==> config.mk <==
export PLATFORM = sky130hd
export DESIGN_NAME = axi_stream_lane_packer
export DESIGN_NICKNAME = d
export VERILOG_FILES = /design/src/rtl/stream_pkg.sv /design/src/rtl/axi_stream_out_reg.sv /design/src/rtl/axi_stream_lane_packer.sv
export SDC_FILE = /design/constraint.sdc
export NUM_CORES = 1
export LEC_CHECK = 0
export BUFFER_PORTS_ARGS = -buffer_cell sky130_fd_sc_hd__clkbuf_2
export CORE_MARGIN = 10
export CORE_UTILIZATION = 45
export DETAILED_ROUTE_END_ITERATION = 12
export GPL_ROUTABILITY_DRIVEN = 0
export HOLD_SLACK_MARGIN = 0.02
export PLACE_DENSITY = 0.65
export SLEW_MARGIN = 10
export SYNTH_ARGS = -nofsm -noshare
export SYNTH_HDL_FRONTEND = slang
export SYNTH_HIERARCHICAL = 1
export SYNTH_SLANG_ARGS = --single-unit
==> constraint.sdc <==
create_clock -name clk -period 4.5 [get_ports clk]
set_clock_uncertainty 0.2 [all_clocks]
set_input_delay 0.225 -clock clk [delete_from_list [all_inputs] [get_ports clk]]
set_output_delay 0.225 -clock clk [all_outputs]
set_load 0.1 [all_outputs]
==> src/rtl/stream_pkg.sv <==
// Shared lane-width helpers and the lane-count type for the parallel-lane stream fabric.
package stream_pkg;

  function automatic int lane_idx_w(input int p);
    return (p > 1) ? $clog2(p) : 1;
  endfunction

  function automatic int lane_cnt_w(input int p);
    return $clog2(p + 1);
  endfunction

  localparam int DEFAULT_LANES = 4;

  typedef logic [lane_cnt_w(DEFAULT_LANES)-1:0] lane_cnt_t;

endpackage

==> src/rtl/axi_stream_out_reg.sv <==
// Registered multi-lane output slice: holds data/last/count stable while valid && !ready.
module axi_stream_out_reg #(
  parameter int DATA_WIDTH = 32,
  parameter int LANES      = 4,
  parameter int CNT_W      = 3
) (
  input  logic                  clk,
  input  logic                  rst_n,
  input  logic                  load,
  input  logic [DATA_WIDTH-1:0] load_data [LANES-1:0],
  input  logic                  load_last,
  input  logic [CNT_W-1:0]      load_count,
  input  logic                  m_ready,
  output logic                  out_free,
  output logic [DATA_WIDTH-1:0] m_data [LANES-1:0],
  output logic                  m_valid,
  output logic                  m_last,
  output logic [CNT_W-1:0]      m_count
);

  logic                  valid_q, valid_d;
  logic                  last_q, last_d;
  logic [CNT_W-1:0]      count_q, count_d;
  logic [DATA_WIDTH-1:0] data_q [LANES-1:0];
  logic [DATA_WIDTH-1:0] data_d [LANES-1:0];

  assign out_free = !valid_q || m_ready;

  // A load is only issued when out_free, so it may overwrite a beat leaving this cycle.
  always_comb begin
    valid_d = valid_q;
    last_d  = last_q;
    count_d = count_q;
    data_d  = data_q;
    if (load) begin
      valid_d = 1'b1;
      last_d  = load_last;
      count_d = load_count;
      data_d  = load_data;
    end else if (m_ready) begin
      valid_d = 1'b0;
    end
  end

  always_ff @(posedge clk or negedge rst_n) begin
    if (!rst_n) begin
      valid_q <= 1'b0;
      last_q  <= 1'b0;
      count_q <= '0;
      data_q  <= '{default: '0};
    end else begin
      valid_q <= valid_d;
      last_q  <= last_d;
      count_q <= count_d;
      data_q  <= data_d;
    end
  end

  assign m_valid = valid_q;
  assign m_last  = last_q;
  assign m_count = count_q;
  assign m_data  = data_q;

endmodule

==> src/rtl/axi_stream_lane_packer.sv <==
// Packs PARALLELISM consecutive scalar AXI-Stream elements into one wide beat;
// a packet's tail is flushed zero-padded with its lane count.
module axi_stream_lane_packer
  import stream_pkg::*;
#(
  parameter int DATA_WIDTH  = 32,
  parameter int PARALLELISM = 4
) (
  input  logic                                  clk,
  input  logic                                  rst_n,
  input  logic [DATA_WIDTH-1:0]                 s_data,
  input  logic                                  s_valid,
  input  logic                                  s_last,
  output logic                                  s_ready,
  output logic [DATA_WIDTH-1:0]                 m_data [PARALLELISM-1:0],
  output logic                                  m_valid,
  output logic                                  m_last,
  input  logic                                  m_ready,
  output logic [lane_cnt_w(PARALLELISM)-1:0]    m_count
);

  localparam int IDX_W = lane_idx_w(PARALLELISM);
  localparam int CNT_W = lane_cnt_w(PARALLELISM);

  logic [IDX_W-1:0]      idx_q, idx_d;
  logic [DATA_WIDTH-1:0] acc_q [PARALLELISM-1:0];
  logic [DATA_WIDTH-1:0] acc_d [PARALLELISM-1:0];
  logic [DATA_WIDTH-1:0] beat  [PARALLELISM-1:0];
  logic [CNT_W-1:0]      beat_count;
  logic                  last_lane, s_fire, complete, out_free;

  assign last_lane = (idx_q == IDX_W'(PARALLELISM - 1));
  // Only an element that would complete a beat needs room in the output register.
  assign s_ready   = out_free || (!last_lane && !s_last);
  assign s_fire    = s_valid && s_ready;
  assign complete  = s_fire && (last_lane || s_last);
  assign beat_count = CNT_W'(idx_q) + CNT_W'(1);

  // Lanes above idx are still zero in acc, which gives the zero padding for free.
  always_comb begin
    for (int i = 0; i < PARALLELISM; i++) begin
      beat[i] = (i == int'(idx_q)) ? s_data : acc_q[i];
    end
  end

  always_comb begin
    acc_d = acc_q;
    idx_d = idx_q;
    if (s_fire) begin
      if (complete) begin
        acc_d = '{default: '0};
        idx_d = '0;
      end else begin
        acc_d[idx_q] = s_data;
        idx_d        = idx_q + IDX_W'(1);
      end
    end
  end

  always_ff @(posedge clk or negedge rst_n) begin
    if (!rst_n) begin
      idx_q <= '0;
      acc_q <= '{default: '0};
    end else begin
      idx_q <= idx_d;
      acc_q <= acc_d;
    end
  end

  axi_stream_out_reg #(
    .DATA_WIDTH(DATA_WIDTH),
    .LANES     (PARALLELISM),
    .CNT_W     (CNT_W)
  ) u_out_reg (
    .clk       (clk),
    .rst_n     (rst_n),
    .load      (complete),
    .load_data (beat),
    .load_last (s_last),
    .load_count(beat_count),
    .m_ready   (m_ready),
    .out_free  (out_free),
    .m_data    (m_data),
    .m_valid   (m_valid),
    .m_last    (m_last),
    .m_count   (m_count)
  );

endmodule

==> metrics.txt <==
share of layout cells above drive strength 1=0.5277; HPWL after DPL=17600 um; Post-Syn Instances=728; PortBufs=170; status=completed; hold crit path type=input port to asynchronous set/reset pin; fin crit share=0.6603; antenna violations before repair=0; FP Rows=58; RSZ-0062 raised after global routing=no; Clock Path Buffers=3; worst endpoint required time=4.07 ns; flops & latches, synth=263; crit path max fanout=37; vias in the first global route=7390; CTS resizes=0; Worst Tran Pin Value=0.9487 ns; Worst path max stage delay=0.47 ns; Post-synth EDFFs=0; CTS Hold Bufs=36; Clock Latency Late Sink=0.52 ns; clk sink count=263; Final Max Slew Viols=0; Via density=5.332; Final Hold Fails=0; Achievable Freq=336.5 MHz; Remaining DRCs=0; synth unique cells=22; min cycle time layout=2.971 ns; first drt pass iteration count=4; CTS tree=yes; Reg2Reg Setup Slack=1.75 ns; initial drt markers=386; sequential area share after synthesis=0.5730; r2r startpoint=idx_q[1]; die span in x=179.8 um; Syn Std Cell Area=0.01148 sq mm; Leak=0.006940 uW; CP Capture Type=output port; delay-heaviest family, CP=buffers and inverters; Crit-path slowest cell=buf_4; Max-cap violations=0; most frequent cells in the layout=dfrtp_1, mux2_2, clkbuf_2; FFs w/ async S/R, synth=1.000; Finished Core Util=0.5446; fin nets=963; Root Driver=clkbuf_16; area grow syn2layout=19.40%; crit path kind=flop to output port; via count=6772; TritonCTS buffer count=28; Worst Reg-to-Reg Cells=5; global route total overflow=0; final setup fails=0; Initial Util=0.4561; cells along the critical path=ha_2 -> buf_4 -> nor2_1 -> or2_2 -> clkbuf_2; CTS clk-pin slew, worst paths=0.06 ns; Post-CTS Setup Repair Bufs=0; first-pass GRT wire length=44970 um; crit path DAT=2.55 ns; Top Ports=171; GRT Overall Usage=0.1685; fillers=2034; startpoint types=flop; commonest non-fill, non-tap cell in the layout=dfrtp_1; Antenna diodes=0; routed len/inst=21.87 um; Max VDD drop=0.0007821 V; FF-to-FF End=u_out_reg/m_data[86]; TNS Setup=0 ns; Routed WL=27770 um; Max-slew headroom=0.3675; mean post-synth cell area=15.78 sq um; Buf+Inv Stages, Crit Path=2; area of the die=0.03231 sq mm; Synthesized Nets=769; H-Tree Depth=1; Cell Pwr Density=720.3 mW/mm^2; Critical Path Start=idx_q[1]; antenna viol nets, final=0; Synth warnings=6; core area=0.02518 sq mm; ys flop type=dfrtp_1; largest net degree at the start of global routing=122; chip height=179.8 um
worst max-delay path by stage:
stage | endpoint | slack [ns] | cells past startpoint
CTS | s_ready | 1.48 | 5
finish | s_ready | 1.53 | 5
detailed placement | u_out_reg/m_data[86] | 1.74 | 5
global placement | u_out_reg/m_data[120] | 1.78 | 5
floorplan | u_out_reg/m_data[0] | 2.01 | 7
global route | s_ready | 1.41 | 5
flip-flops by register name (all words and copies together) (netlist names):
name,count
acc_q,128
u_out_reg/m_data,128
u_out_reg/m_count,3
idx_q,2
u_out_reg/m_last,1
u_out_reg/m_valid,1
through the flow:
step	hold WS, ns	instance area, sq um	power (uW)	setup WS, ns	cells
global route	0.2529	13710	10250	1.410	1270
global placement	0.1941	12440	7604	1.779	1186
CTS	0.2295	13710	9973	1.485	1270
finish	0.1777	13710	9877	1.529	1270
floorplan	-0.2706	11480	6874	2.008	728
detailed placement	0.1929	12440	7631	1.739	1186
final cells by class:
cell class	instances	area, sq um	area share
clock buffers	43	838.3	0.06113
multi-input cells	407	4458	0.3251
well taps	330	412.9	0.03011
clock inverters	5	75.07	0.005474
flip-flops and latches	263	6581	0.4799
repair buffers	219	1331	0.09708
inverters	3	16.27	0.001186
Yosys cell counts (all sizes together), types with 2 or more instances:
cell type	number	area, sq um
dfrtp	263	6581
mux2	260	3187
a22o	96	840.8
buf	49	416.7
and2	32	200.2
clkbuf	6	22.52
ha	4	50.05
nor2	4	63.81
and4bb	3	37.54
inv	3	16.27
nand2b	2	12.51
power by group:
group	switching [uW]	internal [uW]
Sequential	315	2870
Clock	906	1380
Combinational	3340	1060
routing by layer:
metal,GRT usage,up-vias,share of wire
li1,-,3046,-
met1,0.2420,3530,0.49
met2,0.2571,168,0.44
met3,0.03916,28,0.057
met4,0.02911,0,0.011
met5,0,-,0
logic make-up after synthesis:
group / synth area share
multiplexers: 0.2775
buffers and inverters: 0.03966
flip-flops: 0.5730
AO/OA/AOI/OAI: 0.07702
adder cells (fa/ha/maj): 0.004358
AND/OR/NAND/NOR: 0.02844
Power figures use the tool's default switching activity.
